<file path="config.mk">
export PLATFORM = sky130hd
export DESIGN_NAME = uart_tx_arbiter
export DESIGN_NICKNAME = d
export VERILOG_FILES = /design/src/rtl/uart_pkg.sv /design/src/rtl/rr_arbiter.sv /design/src/rtl/uart_tx_arbiter.sv
export SDC_FILE = /design/constraint.sdc
export NUM_CORES = 1
export LEC_CHECK = 0
export ABC_AREA = 1
export CORE_MARGIN = 4
export CORE_UTILIZATION = 46
export DETAILED_ROUTE_END_ITERATION = 10
export PLACE_DENSITY = 0.89
export SLEW_MARGIN = 20
export SYNTH_ARGS = -nofsm -noshare
export SYNTH_HDL_FRONTEND = slang
export SYNTH_SLANG_ARGS = --single-unit
</file>
<file path="constraint.sdc">
create_clock -name clock -period 3.9 [get_ports clock]
set_clock_uncertainty 0.05 [all_clocks]
set_input_delay 0.585 -clock clock [delete_from_list [all_inputs] [get_ports clock]]
set_output_delay 0.585 -clock clock [all_outputs]
set_load 0.005 [all_outputs]
</file>
<file path="src/rtl/uart_pkg.sv">
// Shared constants and types for the UART transmit arbiter.
//   UART_INSTR_WRITE / UART_INSTR_NOP : instruction codes driven toward the UART controller
//   UART_BUF_DEPTH                    : UART write buffer depth (initial credit count)
//   arb_state_t                       : arbiter FSM state
package uart_pkg;

  localparam logic [2:0]  UART_INSTR_WRITE = 3'b011;
  localparam logic [2:0]  UART_INSTR_NOP   = 3'b000;
  localparam int unsigned UART_BUF_DEPTH   = 128;

  typedef enum logic [0:0] {
    IDLE,
    LOCKED
  } arb_state_t;

endpackage

</file>
<file path="src/rtl/rr_arbiter.sv">
// Combinational round-robin picker.
// Scans req_i starting at index ptr_i and wrapping, and returns the first requester found.
//   req_i      : request vector
//   ptr_i      : highest-priority index for this scan
//   pick_o     : one-hot winner (all zero when nothing requests)
//   pick_idx_o : binary index of the winner
//   found_o    : at least one request present
module rr_arbiter #(
  parameter int unsigned N_REQ = 4,
  localparam int unsigned PTR_W = $clog2(N_REQ)
) (
  input  logic [N_REQ-1:0] req_i,
  input  logic [PTR_W-1:0] ptr_i,
  output logic [N_REQ-1:0] pick_o,
  output logic [PTR_W-1:0] pick_idx_o,
  output logic             found_o
);

  always_comb begin
    int unsigned       pos;
    logic [PTR_W-1:0]  idx;
    logic              hit;
    pick_o     = '0;
    pick_idx_o = '0;
    hit        = 1'b0;
    pos        = 0;
    idx        = '0;
    for (int unsigned k = 0; k < N_REQ; k++) begin
      pos = int'(ptr_i) + k;
      if (pos >= N_REQ) pos = pos - N_REQ;
      idx = PTR_W'(pos);
      if (!hit && req_i[idx]) begin
        hit         = 1'b1;
        pick_o[idx] = 1'b1;
        pick_idx_o  = idx;
      end
    end
    found_o = hit;
  end

endmodule

</file>
<file path="src/rtl/uart_tx_arbiter.sv">
// Shares the single UART transmit write port among N_REQ requesters.
// Round-robin grant held for a whole packet, credit-based flow control against the UART
// write buffer, registered UART-side outputs (one byte per cycle, one cycle of latency).
//   clock, init_flag     : clock (rising edge), asynchronous active-low reset
//   req_valid/data/last  : per-requester byte offer (data packed 8 bits per requester)
//   req_ready            : combinational accept, transfer on valid & ready
//   byte_sent            : one-cycle pulse per byte drained by the UART (returns a credit)
//   UART_ENB/instruction/write_value : registered UART write port
//   grant                : registered one-hot owner, zero when idle
//   credits, credit_err  : free buffer slots, sticky credit overflow flag
//   timeout              : one-cycle pulse when an idle owner loses its grant
// Build option: define UART_ARB_TIMEOUT_EN to revoke a grant after HOLD_MAX idle owner cycles;
// otherwise the grant is held until req_last and timeout is tied low.
module uart_tx_arbiter
  import uart_pkg::*;
#(
  parameter int unsigned N_REQ    = 4,
  parameter int unsigned DEPTH    = UART_BUF_DEPTH,
  parameter int unsigned CREDIT_W = 8,
  parameter int unsigned HOLD_MAX = 64
) (
  input  logic                  clock,
  input  logic                  init_flag,
  input  logic [N_REQ-1:0]      req_valid,
  input  logic [8*N_REQ-1:0]    req_data,
  input  logic [N_REQ-1:0]      req_last,
  output logic [N_REQ-1:0]      req_ready,
  input  logic                  byte_sent,
  output logic                  UART_ENB,
  output logic [2:0]            instruction,
  output logic [7:0]            write_value,
  output logic [N_REQ-1:0]      grant,
  output logic [CREDIT_W-1:0]   credits,
  output logic                  credit_err,
  output logic                  timeout
);

  localparam int unsigned PTR_W = $clog2(N_REQ);
  localparam logic [CREDIT_W-1:0] CredFull = CREDIT_W'(DEPTH);

  arb_state_t           state_q, state_d;
  logic [N_REQ-1:0]     grant_q, grant_d;
  logic [PTR_W-1:0]     owner_q, owner_d;
  logic [PTR_W-1:0]     rr_ptr_q, rr_ptr_d;
  logic [CREDIT_W-1:0]  credits_q, credits_d;
  logic                 credit_err_q, credit_err_d;
  logic                 enb_q, enb_d;
  logic [2:0]           instr_q, instr_d;
  logic [7:0]           wdata_q, wdata_d;
  logic                 timeout_q, timeout_d;

  logic [N_REQ-1:0]     pick;
  logic [PTR_W-1:0]     pick_idx;
  logic                 found;

  logic                 own_valid, own_last, accept, release_lock, cred_inc;
  logic [7:0]           own_data;

  rr_arbiter #(
    .N_REQ (N_REQ)
  ) u_rr_arbiter (
    .req_i      (req_valid),
    .ptr_i      (rr_ptr_q),
    .pick_o     (pick),
    .pick_idx_o (pick_idx),
    .found_o    (found)
  );

`ifdef UART_ARB_TIMEOUT_EN
  localparam int unsigned CntW = $clog2(HOLD_MAX + 1);
  logic [CntW-1:0] idle_cnt_q, idle_cnt_d;
  logic            hold_expired;

  // Credit stalls keep the owner valid, so only genuinely idle owner cycles count.
  assign hold_expired = (state_q == LOCKED) && !own_valid &&
                        (idle_cnt_q == CntW'(HOLD_MAX - 1));

  always_comb begin
    idle_cnt_d = idle_cnt_q;
    if (state_q != LOCKED || accept || hold_expired) begin
      idle_cnt_d = '0;
    end else if (!own_valid) begin
      idle_cnt_d = idle_cnt_q + CntW'(1);
    end
  end

  always_ff @(posedge clock or negedge init_flag) begin
    if (!init_flag) idle_cnt_q <= '0;
    else            idle_cnt_q <= idle_cnt_d;
  end
`else
  logic hold_expired;
  logic unused_hold_max;
  assign hold_expired    = 1'b0;
  assign unused_hold_max = ^HOLD_MAX;
`endif

  // Owner's request lane.
  always_comb begin
    own_valid = 1'b0;
    own_last  = 1'b0;
    own_data  = '0;
    for (int k = 0; k < N_REQ; k++) begin
      if (owner_q == PTR_W'(k)) begin
        own_valid = req_valid[k];
        own_last  = req_last[k];
        own_data  = req_data[8*k +: 8];
      end
    end
  end

  assign accept       = (state_q == LOCKED) && own_valid && (credits_q != '0);
  assign release_lock = (accept && own_last) || hold_expired;
  // A drain pulse with a full buffer is bogus and must not push credits past DEPTH.
  assign cred_inc     = byte_sent && (credits_q != CredFull);

  always_comb begin
    state_d      = state_q;
    grant_d      = grant_q;
    owner_d      = owner_q;
    rr_ptr_d     = rr_ptr_q;
    req_ready    = '0;
    timeout_d    = 1'b0;
    unique case (state_q)
      IDLE: begin
        if (found) begin
          grant_d = pick;
          owner_d = pick_idx;
          state_d = LOCKED;
        end
      end
      LOCKED: begin
        req_ready[owner_q] = own_valid && (credits_q != '0);
        if (release_lock) begin
          grant_d   = '0;
          state_d   = IDLE;
          rr_ptr_d  = (owner_q == PTR_W'(N_REQ - 1)) ? '0 : owner_q + PTR_W'(1);
          timeout_d = hold_expired;
        end
      end
      default: begin
        state_d = IDLE;
        grant_d = '0;
      end
    endcase
  end

  always_comb begin
    credits_d = credits_q;
    unique case ({accept, cred_inc})
      2'b10:   credits_d = credits_q - CREDIT_W'(1);
      2'b01:   credits_d = credits_q + CREDIT_W'(1);
      default: credits_d = credits_q;
    endcase
    credit_err_d = credit_err_q | (byte_sent && (credits_q == CredFull));
    enb_d        = accept;
    instr_d      = accept ? UART_INSTR_WRITE : UART_INSTR_NOP;
    wdata_d      = accept ? own_data : 8'h00;
  end

  always_ff @(posedge clock or negedge init_flag) begin
    if (!init_flag) begin
      state_q      <= IDLE;
      grant_q      <= '0;
      owner_q      <= '0;
      rr_ptr_q     <= '0;
      credits_q    <= CredFull;
      credit_err_q <= 1'b0;
      enb_q        <= 1'b0;
      instr_q      <= UART_INSTR_NOP;
      wdata_q      <= '0;
      timeout_q    <= 1'b0;
    end else begin
      state_q      <= state_d;
      grant_q      <= grant_d;
      owner_q      <= owner_d;
      rr_ptr_q     <= rr_ptr_d;
      credits_q    <= credits_d;
      credit_err_q <= credit_err_d;
      enb_q        <= enb_d;
      instr_q      <= instr_d;
      wdata_q      <= wdata_d;
      timeout_q    <= timeout_d;
    end
  end

  assign UART_ENB    = enb_q;
  assign instruction = instr_q;
  assign write_value = wdata_q;
  assign grant       = grant_q;
  assign credits     = credits_q;
  assign credit_err  = credit_err_q;
  assign timeout     = timeout_q;

endmodule

</file>
After elaboration in Yosys (flattened, before gate mapping)

Cells that the tools add are included.

Register bits after elaboration: 29
Input bits: 43
Output and inout port bits: 30
Word-level logic and storage cells: 128

Add/subtract/negate cells: 10
Magnitude comparators: 14
Equality and inequality tests: 9
Multiplexer cells: 57
Bitwise operators: 6
Reduce and logical (&&, ||, !) cells: 23

Operators with widths:

| operator              | count |
|---|---|
| $mux W8               | 5 |
| $mux W4               | 7 |
| $mux W1               | 23 |
| $mux W2               | 10 |
| $pmux W8 S2           | 1 |
| $lt A2 B3 Y1 const B  | 5 |
| $logic_and A1 B1 Y1   | 14 |
| $or A4 B4 Y4          | 3 |
| $demux W1 S2          | 5 |
| $ge A2 B1 Y1 const B  | 5 |
| $ge A3 B3 Y1 const B  | 3 |
| $add A8 B1 Y8 const B | 1 |
| $bmux W1 S2           | 4 |
| $eq A8 B8 Y1 const B  | 1 |
| $ne A8 B8 Y1 const B  | 1 |
| $pmux W4 S2           | 1 |
| $reduce_bool A8 Y1    | 1 |
| $sub A2 B1 Y2 const B | 4 |
| $sub A8 B1 Y8 const B | 1 |
| $add A2 B2 Y3 const B | 2 |
| $eq A2 B2 Y1 const B  | 3 |
| $reduce_and A2 Y1     | 3 |
| $and A4 B4 Y4         | 1 |
| $eq A2 B1 Y1 const B  | 2 |
| 11 further kinds      | 13 |

Depth between registers and ports, before layout

Depth in word-level cells: 16
Gate-level depth with buffers: 22
Mapped depth without buffers: 20

Hierarchy

A second synthesis with hierarchy kept.

Cells, all modules: 322
Area, all modules: 2339.7 µm²

Modules (own cells, without submodules):

| module          | instances | cells an instance | area an instance (µm²) | sequential area each (µm²) |
|---|---|---|---|---|
| uart_tx_arbiter | 1         | 248               | 1899.3                 | 676.9 |
| rr_arbiter      | 1         | 74                | 440.4                  | 0.0 |

Worst setup path after synthesis

No wires, ideal clock.

Path type: flip-flop to flip-flop
From: register owner_q[0]
To: register credits_q[5], in the netlist credits[5]
Setup time: 137 ps
Data arrival time: 2581 ps
Data required time: 3713 ps
Slack: 1132 ps
Stages on the path, launching flop included: 18
Period minus slack after synthesis: 2768 ps
Cell sequence: dfrtp_1 inv_1 ha_1 inv_1 o211ai_1 nand2_1 inv_1 nor2_4 inv_2 buf_6 ha_1 inv_1 ha_1 nand3_1 nand3_1 a21oi_1 xor2_1 o21ai_0

Word-level cells in the longest chain between the ends: 9
Elaborated cells between the ends (all ways): 14

Ends and longest elaborated chain:

| element                                                  | RTL line               | text |
|---|---|---|
| from (decl)                                              | uart_tx_arbiter.sv:43  | `logic [PTR_W-1:0] owner_q, owner_d;` |
| from (signal assigned)                                   | uart_tx_arbiter.sv:176 | `owner_q <= owner_d;` |
| $logic_not A2 Y1                                         | uart_tx_arbiter.sv:104 | `if (owner_q == PTR_W'(k)) begin` |
| $mux W1 (3 in a row)                                     | uart_tx_arbiter.sv:104 |  |
| $mux W1 (*)                                              | uart_tx_arbiter.sv:104 |  |
| $logic_and A1 B1 Y1 (*) (2 in a row)                     | uart_tx_arbiter.sv:112 | `assign accept = (state_q == LOCKED) && own_valid && (credits_q != '0);` |
| net accept                                               | uart_tx_arbiter.sv:56  | `logic own_valid, own_last, accept, release_lock, cred_inc;` |
| $eq A2 B1 Y1 / $eq A2 B2 Y1 (equally long branches)      | uart_tx_arbiter.sv:150 | `unique case ({accept, cred_inc})` |
| $pmux W8 S2 / $reduce_bool A2 Y1 (equally long branches) | n/a                    |  |
| to (signal assigned)                                     | uart_tx_arbiter.sv:167 | `credits_q <= CredFull;` |
| to (signal assigned)                                     | uart_tx_arbiter.sv:178 | `credits_q <= credits_d;` |
| to (decl)                                                | uart_tx_arbiter.sv:45  | `logic [CREDIT_W-1:0] credits_q, credits_d;` |

Mark *: on every way through the listed nets, which the timed path passes. The rest lies on a longest branch.
A chain may end at the register's enable or synchronous reset.

Final worst setup path

Same ends and word-level chain as after synthesis.

==> summary.md <==
| Metric | Value |
|---|---|
| Max Freq | `0.292 GHz` |
| CP max FO | `14` |
| Yosys reg bits | `27` |
| Post-place setup slack | `501 ps` |
| Simple-gate share of the synthesized area | `29.7%` |
| Post-CTS sizing | `0` |
| Sequential share of the synthesized area | `30.9%` |
| DR WL/cell | `14.0 um` |
| P_sw | `1.27 mW` |
| Worst min path class | `flop to flop` |
| Max Slew Vio Count | `0` |
| Starting Density | `48.9%` |
| # rows | `24` |
| Arr. time, crit path | `around 3500 ps` |
| Post-Route Utilization | `65.1%` |
| Maximum buffer depth of the clock tree | `2` |
| Diodes inserted | `0` |
| Largest family of logic cells by synthesized area | `simple AND/OR/NAND/NOR gates` |
| Core area | `4470 um^2` |
| Register share of total power | `a little over a fifth` |
| Max-cap viol count | `0` |
| Io pins | `73` |
| Startpoint types | `flop` |
| DRC | `0` |
| Asr flop ratio synth | `100%` |
| Int Power | `~1.2 mW` |
| Multi-input logic area | `1290 um^2` |
| Gate Count Post-Synth | `approximately 300` |
| Initial antenna violation count | `0` |
| Root Buffer Master | `clkbuf_8` |
| Number of synthesized flops with an enable pin | `0` |
| Yosys cell types | `33` |
| GP Congestion | `0.921` |
| Total track usage | `20.2%` |
| PwrDens | `849 nW/um^2` |
| Setup_tns | `0 ps` |
| Synth Area per Inst | `7.37 um^2` |
| Kind of critical path | `flop to flop` |
| Post-synthesis mux area share | `0%` |
| GRT overflow | `0` |
| Number of global-route vias before repair | `2279` |
| Area growth, synth to finish | `33.1%` |
| FILL cells | `396` |
| Predominant post-synthesis flop cell | `dfrtp_1` |
| Setup Buffers After CTS | `0` |
| Largest net degree at the start of global routing | `28` |
| Via/cell ratio | `5.44` |
| Static Leakage | `between 1 and 1.5 nW` |
| Status | `complete, no violations` |
| First-pass iteration count of the detailed router | `5` |
| Post-layout minimum cycle time | `3420 ps` |
| Reg clk slew, reported paths | `~100 ps` |
| Hold-fix buffers, CTS | `0` |
| Worst skew pair latency | `280 ps` |
| Inst Count DP | `408` |
| Final net count | `between 400 and 500` |
| Cell Area, Placed | `2870 um^2` |
| YS warnings | `0` |
| Initial DRC Count | `approximately 140` |
| Adder-cell area share of the yosys netlist | `11.2%` |
| Synth Area in XOR/XNOR | `~2%` |
| Clk sinks | `27` |
| Combinational share of power | `between 70 and 80%` |
| Setup crit end kind | `flop` |
| Proportion of layout cells with a drive suffix above 1 | `approximately 6.4%` |
| Final hold vios | `0` |
| Vias | `2242` |
| Finished Layout Cells | `412` |
| Placed wire-length estimate | `4590 um` |
| Die Span Y | `77.0 um` |
| # port buffers | `70` |
| Final Instance Area | `2910 um^2` |
| Num CTS Buffers | `3` |
| Cell Area, Synth | `2190 um^2` |
| Tcrit/Tclk final | `87.8%` |
| Die width | `77.0 um` |
| CP required | `3990 ps` |
| Die area | `5930 um^2` |
| Compound-cell area share of the yosys netlist | `15.8%` |
| Endpoints failing setup | `0` |
| Clock Power Share | `~6.5%` |
| RSZ-0062 raised after global routing | `no` |
| TritonCTS clock tree | `done` |
| Post-DRT Antenna Nets | `0` |
| Area occupied by registers | `slightly below 700 um^2` |
| Peak VDD IR | `0.000378 V` |
| Final worst-path setup slack | `477 ps` |
| First-pass GRT wire length | `9950 um` |
| Switching share of power | `51.2%` |
| Total wire length | `5770 um` |
| Htree depth | `1` |
## cells in the mapped netlist (all sizes together) (4+ instances only)
cell type   n  area (um^2)
a21oi      24          120
nor2       25          109
ha         18          225
a211oi      5         37.5
nand4       9         56.3
nand3      31          160
inv        32          125
nand2      74          318
dfrtp      26          651
buf        10         87.6
a21boi      4         30.0
o21ai      17         85.1
## sequential cells by signal, summed over array words and instances (netlist names)
register     cells
credit_err       1
credits          8
grant            4
instruction      1
owner_q          2
rr_ptr_q         2
state_q          1
write_value      8
## logic make-up after synthesis
| group | after synthesis |
|---|---|
| AND/OR/NAND/NOR | 140 |
| adder cells (fa/ha/maj) | 19 |
| AO/OA/AOI/OAI | 60 |
| other | 1 |
| flip-flops | 27 |
| XOR/XNOR | 5 |
| buffers and inverters | 45 |
## per-stage QoR
step | hold WS [ps] | power [mW]
final | 420 | 2.47
after global routing | 456 | 2.75
after CTS | 427 | 2.46
after detailed placement | 409 | 2.29
after global placement | 389 | 2.22
after floorplan | 239 | 1.80
## cell type report
type,instances,area share (%)
multi-input combinational,226,44.4
sequential,27,23.2
timing repair buffer,71,24.3
tap,52,2.23
clock buffer,3,1.42
clock inverter,1,0.172
inverter,32,4.29
## layout by cell type (no fill, tap or decap)
cell type and instances:
clkbuf_8 3, conb_1 2, a21oi_1 24, fa_1 1, o21ai_1 1, nand2_2 7
nor2_4 2, nand3_1 30, clkdlybuf4s50_1 70, clkinv_2 1, inv_6 1, xnor2_1 2
a21boi_0 4, dfrtp_1 26, dfstp_2 1, a211oi_1 5, inv_2 3, ha_1 18
a31oi_1 2, o211ai_1 2, buf_4 1, o21ai_0 16, inv_1 28, nand4_1 9
o31ai_1 3, nand2_1 64, o21bai_1 1, a21o_1 2, nand3_2 1, xor2_1 3
nor2_1 23, nand2_4 3, nand3b_1 1
## power groups by stage
stage          sequential (mW)  clock (mW)  combinational [mW]
6_report                 0.528       0.161                1.79
5_1_grt                  0.548       0.175                2.02
4_1_cts                  0.527       0.161                1.77
3_5_place_dp             0.532           0                1.75
3_3_place_gp             0.527           0                1.70
2_1_floorplan            0.500           0                1.30
## worst paths after layout
kind | from | end | slack, ps | depth (start not counted)
max | owner_q[0] | credits[5] | 480 | 16
min | credit_err | credit_err | 420 | 1
max reg2reg | owner_q[0] | credits[5] | 480 | 16
min reg2reg | credit_err | credit_err | 420 | 1
max in group asynchronous | init_flag | credits[7] | 2870 | 2
min in group asynchronous | init_flag | grant[2] | 620 | 2
## layer usage
layer / track usage (%) / routed length, um / vias to the layer above
li1: - / - / 1110
met1: 24.8 / 2450 / 1023
met2: 34.3 / 2680 / 96
met3: 3.86 / 483 / 13
met4: 9.25 / 149 / 0
met5: 0 / 0 / -
## critical path, stage by stage, from the launching register on
cell and delay (ps):
dfrtp_1 420, inv_1 110, ha_1 450, inv_1 240, o211ai_1 150, nand2_1 70, inv_1 100, nor2_4 50
inv_2 180, ha_1 250, inv_1 160, ha_1 380, nand3_1 130, nand3_1 120, a21oi_1 180, xor2_1 140
o21ai_0 90
(Power assumes the default switching activity.)
==> RTL change 1: new RTL, same settings <==
`wdata_q` no longer has a reset.
--- a/src/rtl/uart_tx_arbiter.sv
+++ b/src/rtl/uart_tx_arbiter.sv
@@ -170,3 +170,2 @@
       instr_q      <= UART_INSTR_NOP;
-      wdata_q      <= '0;
       timeout_q    <= 1'b0;
@@ -181,5 +180,8 @@
       instr_q      <= instr_d;
-      wdata_q      <= wdata_d;
       timeout_q    <= timeout_d;
     end
+  end
+
+  always_ff @(posedge clock) begin
+    wdata_q <= wdata_d;
   end
Behaviour: not the same (a bounded check fails within 4 cycles, from zero or initial values; the reset may be asserted at any time).
==> RTL change 1 against the unedited design <==
- final area down 1.3%
- setup slack better by 90 ps
- sequential cell count unchanged
- area after synthesis down 3.3%
- total power down 0.97%
- synthesized cell count up 0.34%
- global-route usage up 0.25 points
- routed wire length down 0.28%
==> RTL change 1: results <==
export IMPL_grt_max_degree=20
export IMPL_grt_first_pass_wirelength_um=9290
export IMPL_maxCapViolations=0
export IMPL_ys_top_cells_by_area="dfrtp_1, nand2_1, ha_1"
export IMPL_critPathLaunchType="flop"
export IMPL_synth_seq_area_share_pct=30.1
export IMPL_hpwlAfterDp_um=4440
export IMPL_syn_area_per_cell_um2=7.11
export IMPL_final_cells=415
export IMPL_n_antenna_cell=0
export IMPL_post_cts_buffers=0
export IMPL_status="complete, no violations"
export IMPL_cts_root_buf="clkbuf_8"
export IMPL_async_reset_ff_share_pct=70.4
export IMPL_clock_path_buffers=2
export IMPL_synth_commonest_cells="nand2_1, nand3_1, inv_1"
export IMPL_arrival_ps=3430
export IMPL_cp_top_family="buffers and inverters"
export IMPL_place_congestion=0.896
export IMPL_grt_pass1_vias=2155
export IMPL_synth_cell_type_count=34
export IMPL_track_usage_pct=20.5
export IMPL_antenna_found_initial=0
export IMPL_critPathMaxFanout=13
export IMPL_dp_cells=411
export IMPL_drt_wl_total_um=5750
export IMPL_h_tree_depth=1
export IMPL_drive_gt1_share_pct=7.44
export IMPL_drtPass1Iterations=6
export IMPL_drtIter0Drc=86
export IMPL_p_leak_nw=1.39
export IMPL_n_fill_cell=383
export IMPL_finalNetCount=426
export IMPL_via_count=2229
export IMPL_holdCritPathClass="flop to flop"
export IMPL_slowest_stage="dfrtp_1"
export IMPL_cts_resized=0
export IMPL_max_vdd_ir_drop_uv=388
export IMPL_dp_slack_ps=535
export IMPL_io_buffers=70
export IMPL_critical_path_max_stage_delay_ps=410
==> RTL change 1: cell families (layout without fill, tap and decap cells) <==
| group | Yosys count | in the layout | synth area share, % |
|---|---|---|---|
| buffers and inverters | 45 | 109 | 9.45 |
| XOR/XNOR | 5 | 5 | 2.07 |
| adder cells (fa/ha/maj) | 19 | 19 | 11.6 |
| AND/OR/NAND/NOR | 144 | 144 | 31.0 |
| AO/OA/AOI/OAI | 57 | 57 | 15.7 |
| flip-flops | 27 | 27 | 30.1 |
| other | 1 | 2 | 0.177 |
==> RTL change 1: worst reg2reg max path, cell delays in order (launching register included) <==
cell,delay (ps)
dfrtp_1,410
inv_1,90
ha_1,200
buf_4,170
inv_1,260
o211ai_1,140
nand2_1,90
inv_2,30
nor2_2,120
inv_2,130
ha_1,270
inv_1,220
ha_1,340
nand3_1,130
nand3_1,110
a21oi_1,190
xor2_1,170
o21ai_0,90
==> RTL change 1: power breakdown <==
group	total (mW)	internal [mW]	switching, mW	leakage [nW]
registers	0.524	0.406	0.118	0.298
clock network	0.157	0.0715	0.0858	0.0255
logic	1.77	0.739	1.03	1.06
total	2.45	1.22	1.23	1.39
==> RTL change 1: final timing paths <==
| kind | slack [ps] | end | cells after the start | from |
|---|---|---|---|---|
| max | 570 | credits[5] | 17 | owner_q[0] |
| min | 440 | credit_err | 1 | credit_err |
| max reg2reg | 570 | credits[5] | 17 | owner_q[0] |
| min reg2reg | 440 | credit_err | 1 | credit_err |
| max in group asynchronous | 2540 | rr_ptr_q[0] | 1 | init_flag |
| min in group asynchronous | 740 | credits[5] | 1 | init_flag |
==> RTL change 1: cell type report <==
class,instances,share of cell area (%)
multi-input combinational,227,44.7
timing repair buffer,73,25.1
sequential,27,22.1
inverter,32,4.18
tap,52,2.26
clock buffer,3,1.44
clock inverter,1,0.174
==> RTL change 1: per-stage QoR <==
step	hold slack [ps]	cell area, um2
6_report	436	2880
3_5_place_dp	400	2830
4_1_cts	431	2880
2_1_floorplan	239	2120
5_1_grt	454	2880
3_3_place_gp	399	2830
==> RTL change 1: per-layer routing <==
layer  GRT usage (%)  vias up  part of all wire [%]
met5               0        -                     0
met4            5.24        0                   1.4
met3            4.62       10                    10
met2            37.2      106                    47
met1            24.2      992                    42
li1                -     1121                     -
==> RTL change 2: new RTL, config.mk and constraints unchanged <==
Made on the original files. The option `UART_ARB_TIMEOUT_EN` is turned on by a define.
--- a/src/rtl/uart_tx_arbiter.sv
+++ b/src/rtl/uart_tx_arbiter.sv
@@ -13,2 +13,4 @@
 // otherwise the grant is held until req_last and timeout is tied low.
+`define UART_ARB_TIMEOUT_EN
+
 module uart_tx_arbiter
Behaviour: no difference found for any inputs over 4 cycles, from zero or initial values; that may be too few to reach the edited logic, so the function may still have changed.
==> RTL change 2 against the unedited design <==
- combinational power is 9% higher
- setup slack gained 11 ps
- first-iteration DRC count up 57%
- total power grew 17%
- critical path depth grew 3
- final area is 21% higher
- sequential cell count rose by 8
- die area up 19%
- area after synthesis grew 22%
- routed wire length rose by 16%
- critical path type unchanged
- highest routed layer unchanged
==> RTL change 2: results <==
export IMPL_max_vdd_ir_drop_uv=357
export IMPL_critPathMaxFanout=15
export IMPL_drt_wl_total_um=6720
export IMPL_cts_resized=0
export IMPL_hold_viol=0
export IMPL_cts_buffers=5
export IMPL_h_tree_depth=2
export IMPL_clock_path_buffers=2
export IMPL_slowest_stage="dfrtp_1"
export IMPL_arrival_ps=3590
export IMPL_synth_seq_area_share_pct=32.9
export IMPL_worstSetupEndpoint="credits[7]"
export IMPL_grt_max_degree=36
export IMPL_n_fill_cell=498
export IMPL_ys_top_cells_by_area="dfrtp_1, nand2_1, ha_1"
export IMPL_drive_gt1_share_pct=10.4
export IMPL_finalNetCount=478
export IMPL_yosys_warnings=0
export IMPL_place_congestion=0.857
export IMPL_io_buffers=71
export IMPL_antenna_found_initial=0
export IMPL_hold_depth=1
export IMPL_grt_pass1_vias=2625
export IMPL_hpwlAfterDp_um=5250
export IMPL_synthesis_nets=409
export IMPL_async_reset_ff_share_pct=100
export IMPL_grt_first_pass_wirelength_um=11600
export IMPL_status="complete, no violations"
export IMPL_critical_path_max_stage_delay_ps=420
export IMPL_reg2reg_depth=19
export IMPL_p_leak_nw=1.65
export IMPL_post_cts_buffers=0
export IMPL_synth_cell_type_count=40
export IMPL_cts_root_buf="clkbuf_8"
export IMPL_crit_start="owner_q[1]"
export IMPL_seqCellArea_um2=877
export IMPL_drtIter0Drc=212
export IMPL_clock_latency_ps=290
export IMPL_rrSetupSlack_ps=490
export IMPL_cts_clk_slew_worst_paths_ps=70
export IMPL_n_antenna_cell=0
export IMPL_holdCritPathClass="flop to flop"
export IMPL_dpl_instance_area_mm2=0.00341
export IMPL_p_int_mw=1.46
export IMPL_setup_tns_ps=0
export IMPL_track_usage_pct=19.6
export IMPL_vias_per_cell=5.40
export IMPL_drtPass1Iterations=4
export IMPL_synth_commonest_cells="nand2_1, nand3_1, dfrtp_1"
export IMPL_ys_flop_type="dfrtp_1"
-- RTL change 2: changes by cell type after synthesis, sizes merged, moves of 4 or more --
cell	change
nand2	+26
inv	-6
dfrtp	+8
o211ai	+4
o21ai	-8
nand3	+17
ha	+4
-- RTL change 2: per-stage QoR --
| step | std cells | worst slack (ps) | hold slack [ps] |
|---|---|---|---|
| floorplan | 343 | 983 | 239 |
| global route | 485 | 202 | 456 |
| finish | 485 | 489 | 433 |
| global placement | 477 | 469 | 399 |
| CTS | 485 | 470 | 438 |
| detailed placement | 477 | 310 | 422 |
-- RTL change 2: kinds of logic after synthesis --
logic type,count (synthesis),synth area share (%)
AOI/OAI and AO/OA,51,12.3
xor gates and xnor gates,9,2.96
adders and majority gates,23,11.1
buffers and inverters,39,7.28
DFF,35,32.9
other,1,0.141
and+or+nand+nor,185,33.3
-- RTL change 2: how the worst min path moves through the flow --
stage | startpoint | to | slack [ps]
floorplan | init_flag | credit_err | 240
global placement | credit_err | credit_err | 400
detailed placement | credit_err | credit_err | 420
CTS | credit_err | credit_err | 440
global route | idle_cnt_q[5] | idle_cnt_q[6] | 460
finish | credit_err | credit_err | 430
-- RTL change 2: area by class of cell --
| type | instances | share of cell area [%] |
|---|---|---|
| clock buffer | 8 | 2.85 |
| inverter | 27 | 3.42 |
| multi-input combinational | 269 | 45.3 |
| sequential | 35 | 25.0 |
| tap | 72 | 2.57 |
| timing repair buffer | 74 | 20.9 |
-- RTL change 2: critical path, delay by kind of cell, from the launching register on --
| family | cells | cell delay, ps |
|---|---|---|
| simple gates | 11 | 1110 |
| flops | 1 | 420 |
| buf+inv | 4 | 580 |
| fa+ha+maj | 3 | 990 |
| compound gates | 1 | 200 |
-- RTL change 2: routing by layer --
layer  vias up  track usage, %  routed length [um]
met5         -               0                   0
met1      1224            23.7                2830
li1       1279               -                   -
met3        11            4.84                 532
met2       107            33.4                3240
met4         0            7.46                 118
-- RTL change 2: power groups by stage --
stage / Clock, mW / Combinational [mW] / Sequential, mW
final: 0.288 / 1.95 / 0.645
after global routing: 0.313 / 2.18 / 0.664
after CTS: 0.292 / 1.95 / 0.643
after detailed placement: 0 / 1.93 / 0.647
after global placement: 0 / 1.84 / 0.641
after floorplan: 0 / 1.40 / 0.619
